`config.mk`:
```
export PLATFORM = sky130hd
export DESIGN_NAME = register_file_16x32_flat
export DESIGN_NICKNAME = d
export VERILOG_FILES = /design/src/rtl/register_file_16x32_if.sv /design/src/rtl/register_file_16x32.sv /design/src/flat_wrapper.sv
export SDC_FILE = /design/constraint.sdc
export NUM_CORES = 1
export LEC_CHECK = 0
export ABC_CLOCK_PERIOD_IN_PS = 4200
export CAP_MARGIN = 20
export CELL_PAD_IN_SITES_DETAIL_PLACEMENT = 2
export CELL_PAD_IN_SITES_GLOBAL_PLACEMENT = 2
export CORE_ASPECT_RATIO = 1.2
export CORE_UTILIZATION = 38
export DETAILED_ROUTE_END_ITERATION = 8
export PLACE_DENSITY_LB_ADDON = 0.1
export SKIP_CTS_REPAIR_TIMING = 1
export SYNTH_ARGS = -nofsm -noshare
export SYNTH_HDL_FRONTEND = slang
export SYNTH_SLANG_ARGS = --single-unit
export TNS_END_PERCENT = 50
```
`constraint.sdc`:
```
create_clock -name clk -period 4.2 [get_ports clk]
set_clock_uncertainty 0.15 [all_clocks]
set_input_delay 1.05 -clock clk [delete_from_list [all_inputs] [get_ports clk]]
set_output_delay 1.05 -clock clk [all_outputs]
set_load 0.01 [all_outputs]
```
`src/rtl/register_file_16x32_if.sv`:
```
// Write-back / operand bus between the datapath and the 16x32 register file.
// The master drives write-back and read selects; the slave returns operands and PC.
interface register_file_16x32_if #(
    parameter int WIDTH = 32
);
    logic [WIDTH-1:0] rw;
    logic [3:0]       rd_sel;
    logic             rf_le;
    logic             pc_le;
    logic [3:0]       ra_sel;
    logic [3:0]       rb_sel;
    logic [WIDTH-1:0] pa;
    logic [WIDTH-1:0] pb;
    logic [WIDTH-1:0] pc;

    modport master (
        output rw, rd_sel, rf_le, pc_le, ra_sel, rb_sel,
        input  pa, pb, pc
    );

    modport slave (
        input  rw, rd_sel, rf_le, pc_le, ra_sel, rb_sel,
        output pa, pb, pc
    );
endinterface

```
`src/rtl/register_file_16x32.sv`:
```
// 16-entry architectural register file: one write port with read bypass,
// two combinational read ports, and R15 doubling as an auto-incrementing PC.
module register_file_16x32 #(
    parameter int             WIDTH    = 32,
    parameter logic [WIDTH-1:0] PC_STEP  = WIDTH'(4),
    parameter logic [WIDTH-1:0] PC_RESET = '0
) (
    input  logic                  clk,
    input  logic                  clr,
    register_file_16x32_if.slave  bus
);
    localparam int NREG = 16;
    localparam int PC_IDX = 15;

    logic [NREG-1:0][WIDTH-1:0] regs;
    logic [NREG-1:0]            wr_hit;
    logic                       byp_a;
    logic                       byp_b;

    always_comb begin
        wr_hit = '0;
        if (bus.rf_le)
            wr_hit[bus.rd_sel] = 1'b1;
    end

    // An explicit write to R15 is a branch and wins over the increment.
    always_ff @(posedge clk) begin
        if (clr) begin
            for (int i = 0; i < NREG; i++)
                regs[i] <= (i == PC_IDX) ? PC_RESET : '0;
        end else begin
            for (int i = 0; i < NREG; i++) begin
                if (wr_hit[i])
                    regs[i] <= bus.rw;
                else if (i == PC_IDX && bus.pc_le)
                    regs[i] <= regs[i] + PC_STEP;
            end
        end
    end

    // Write-to-read forwarding; a pending PC increment is deliberately not forwarded.
    assign byp_a = bus.rf_le && !clr && (bus.ra_sel == bus.rd_sel);
    assign byp_b = bus.rf_le && !clr && (bus.rb_sel == bus.rd_sel);

    assign bus.pa = byp_a ? bus.rw : regs[bus.ra_sel];
    assign bus.pb = byp_b ? bus.rw : regs[bus.rb_sel];
    assign bus.pc = regs[PC_IDX];
endmodule
```
`src/flat_wrapper.sv`:
```
// flat-port wrapper written by rule: the top's interface ports become plain ports
module register_file_16x32_flat 
#(
    parameter int             WIDTH    = 32,
    parameter logic [WIDTH-1:0] PC_STEP  = WIDTH'(4),
    parameter logic [WIDTH-1:0] PC_RESET = '0
)
  (clk, clr, bus_rw, bus_rd_sel, bus_rf_le, bus_pc_le, bus_ra_sel, bus_rb_sel, bus_pa, bus_pb, bus_pc);
  register_file_16x32_if #(.WIDTH(WIDTH)) bus_i ();
  input  logic clk;
  input  logic clr;
  input wire logic [$bits(bus_i.rw)-1:0] bus_rw;
  input wire logic [$bits(bus_i.rd_sel)-1:0] bus_rd_sel;
  input wire logic [$bits(bus_i.rf_le)-1:0] bus_rf_le;
  input wire logic [$bits(bus_i.pc_le)-1:0] bus_pc_le;
  input wire logic [$bits(bus_i.ra_sel)-1:0] bus_ra_sel;
  input wire logic [$bits(bus_i.rb_sel)-1:0] bus_rb_sel;
  output wire logic [$bits(bus_i.pa)-1:0] bus_pa;
  output wire logic [$bits(bus_i.pb)-1:0] bus_pb;
  output wire logic [$bits(bus_i.pc)-1:0] bus_pc;
  assign bus_i.rw = bus_rw;
  assign bus_i.rd_sel = bus_rd_sel;
  assign bus_i.rf_le = bus_rf_le;
  assign bus_i.pc_le = bus_pc_le;
  assign bus_i.ra_sel = bus_ra_sel;
  assign bus_i.rb_sel = bus_rb_sel;
  assign bus_pa = bus_i.pa;
  assign bus_pb = bus_i.pb;
  assign bus_pc = bus_i.pc;
  register_file_16x32 #(.WIDTH(WIDTH), .PC_STEP(PC_STEP), .PC_RESET(PC_RESET)) u_core (.clk(clk), .clr(clr), .bus(bus_i));
endmodule
```
==> summary.md <==
| Metric | Value |
|---|---|
| Final WL | `148 mm` |
| YS warnings | `0` |
| First-pass GRT wire length | `191 mm` |
| CP most frequent cell | `buf_16` |
| Synth unique cells | `49` |
| Cell Chain, Critical Path | `buf_16, buf_12, buf_16, buf_4, mux4_2, a22oi_2, nand2_1, mux2_2, clkdlybuf4s50_1` |
| GPL Wtd Cong | `0.878` |
| Most frequent cells in the layout | `nand2_1 (1046), dfxtp_1 (512), a21oi_1 (490), buf_4 (280), mux4_2 (257)` |
| Row count | `107` |
| Clock Path Buffers | `3` |
| Core Area | `70800 um^2` |
| Area leader, netlist | `dfxtp_1` |
| Slew Viols, Final | `0` |
| Ports | `144` |
| Worst-Margin Slew | `1040 ps` |
| Crit start category | `input port` |
| Final non-filler cell total | `4290` |
| Fill cells | `7257` |
| Yosys reg bits | `512` |
| Chip width | `246 um` |
| # DRC | `0` |
| Final count of hold timing violations | `0` |
| Syn-to-layout area delta | `28.9%` |
| Drt initial violations | `1943` |
| # clock sinks | `512` |
| Critical path class | `input port to output pin` |
| Tightest Hold Check Type | `flip-flop to flip-flop` |
| Nets | `3362` |
| Mapped Cells | `3083` |
| Peak supply drop | `0.296 mV` |
| Max capacitance violation total | `0` |
| Die area | `72500 um^2` |
| Detailed Routing Iterations Pass 1 | `5` |
| Gr usage total | `0.356` |
| Most used DFF post-synth | `dfxtp_1` |
| Count of final setup violators | `36` |
| Sequential cell area | `10200 um^2` |
| Hold Slack | `323 ps` |
| Initial antenna violation count | `3` |
| Root Buffer | `clkbuf_16` |
| GRT overflow | `0` |
| Synth Cell Area | `27100 um^2` |
| Clock latency on the worst-skew pair | `640 ps` |
| RSZ-0062 raised after global routing | `true` |
| CP Data Arrival Time | `3190 ps` |
| Critical Path Slowest Stage Cell | `mux4_2` |
| P_leak | `12.9 nW` |
| Worst Slack Setup Final | `-193 ps` |
| Max Clk Rate | `228 MHz` |
| H-tree levels | `2` |
| Pre-CTS setup slack | `-757 ps` |
| DP Area | `30800 um^2` |
| Async SR Flop Fraction | `0` |
| DR WL/cell | `34.4 um` |
| Power Density | `344 nW/um^2` |
| Footprint of the multi-input gates | `16000 um^2` |
| Mean Syn Cell Area | `8.81 um^2` |
| Area share of the largest cell type after synthesis | `0.378` |
| CTS tree | `built` |
| Vias | `27600` |
| Delay of the slowest critical-path stage | `510 ps` |
| Most common cell after layout, fill and taps aside | `nand2_1` |
| Largest net degree at the start of global routing | `199` |
| Nature of the critical path endpoint | `output pin` |
| Tmin final | `4390 ps` |
| Vias in the first global route | `28700` |
| Slew headroom | `0.308` |
| Die H | `295 um` |
| Top area cells in the synthesized netlist | `dfxtp_1 (38%), mux4_2 (21%), nand2_1 (15%)` |
| Min-Delay Path Depth | `2` |
| Failing checks | `setup timing` |
| Clock transition at path regs | `60 ps` |
| IO buf count | `143` |
| Syn_nets | `3132` |
| Status | `finished, violations left` |
| Utilization after layout | `0.494` |
| Layout cells sized above 1 | `0.278` |
| Final instance area | `35000 um^2` |
| Vias per inst | `6.44` |
| Placed cells | `4033` |
| R2R cell count | `4` |
| Number of synthesized flops with an enable pin | `0` |
| Hpwl dp | `87.0 mm` |
| Starting Density | `0.383` |
| Total CTS buffers | `59` |
| Worst EP required | `3000 ps` |
| Seq/Total Area, Yosys | `0.378` |
| Crit Path Max Fanout | `8` |
| Period utilization | `1.05` |
| Final ANT Viol Nets | `0` |
power breakdown:
group | internal [W] | switching [W] | total, W
combinational | 0.000609 | 0.000889 | 0.00150
clock | 0.00318 | 0.00235 | 0.00553
sequential | 0.00492 | 0.0000796 | 0.00500
total | 0.00871 | 0.00332 | 0.0120
cell families after synthesis:
logic type | synth area share
AOI/OAI and AO/OA | 0.140
buffers and inverters | 0.0575
muxes | 0.241
DFF | 0.378
and+or+nand+nor | 0.177
xor gates and xnor gates | 0.00613
adders and majority gates | 0.000461
layer usage:
layer / vias to the layer above / GRT usage / wire length, um
met3: 605 / 0.0445 / 9250
met2: 1317 / 0.629 / 72300
met4: 2 / 0.266 / 14400
met5: - / 0 / 16
li1: 11300 / - / -
met1: 14400 / 0.388 / 51700
worst max-delay path, delay by kind of cell:
kind                   cells  cell delay, ps
AOI/OAI and AO/OA          1             220
buffers and inverters      5            1040
muxes                      2             800
and+or+nand+nor            1              80
state kept, by name, indices dropped and copies added, names as in the netlist:
register	cells
u_core.bus.pc	32
u_core.regs	480
Yosys cell counts, types with 3 or more instances:
cell       number
or4b_1          3
nand2b_1        6
clkbuf_1      247
a21oi_1       490
a21boi_0        5
o211ai_1        3
o311ai_0        3
nor4_1         11
buf_4          36
and4_1          8
nand3_1        14
mux2_2         64
and2_1          6
a22oi_1       124
buf_2          60
xnor2_1         4
nor2b_1         8
a211oi_1       15
a311oi_1       14
or4_1           3
dfxtp_1       512
nor2_1         41
nand4_1        12
a2111oi_0       3
and3_1          7
xor2_1         15
nor3_1          8
mux4_2        256
or3_1           6
nand2_1      1055
buf_1          12
o21ai_0         6
worst paths after layout:
check | slack (ps) | startpoint | end
setup / recovery | -190 | bus_ra_sel[0] | bus_pa[18]
hold / removal | 320 | u_core.regs[101] | u_core.regs[101]
setup reg to reg | 1420 | u_core.bus.pc[4] | u_core.bus.pc[27]
hold reg to reg | 320 | u_core.regs[101] | u_core.regs[101]
area by class of cell:
type | count | area share
multi-input combinational | 2216 | 0.456
sequential | 512 | 0.293
timing repair buffer | 522 | 0.160
clock buffer | 88 | 0.0499
tap | 926 | 0.0331
clock inverter | 23 | 0.00765
inverter | 2 | 0.000215
antenna | 1 | 0.0000715
per-stage QoR:
| stage | total power (W) | TNS, ps |
|---|---|---|
| after floorplan | 0.00572 | 0 |
| after detailed placement | 0.00634 | -36200 |
| final | 0.0120 | -2410 |
| after global placement | 0.00630 | -33980 |
| after CTS | 0.0118 | -37680 |
| after global routing | 0.0123 | -3100 |
Power figures use the tool's default switching activity.
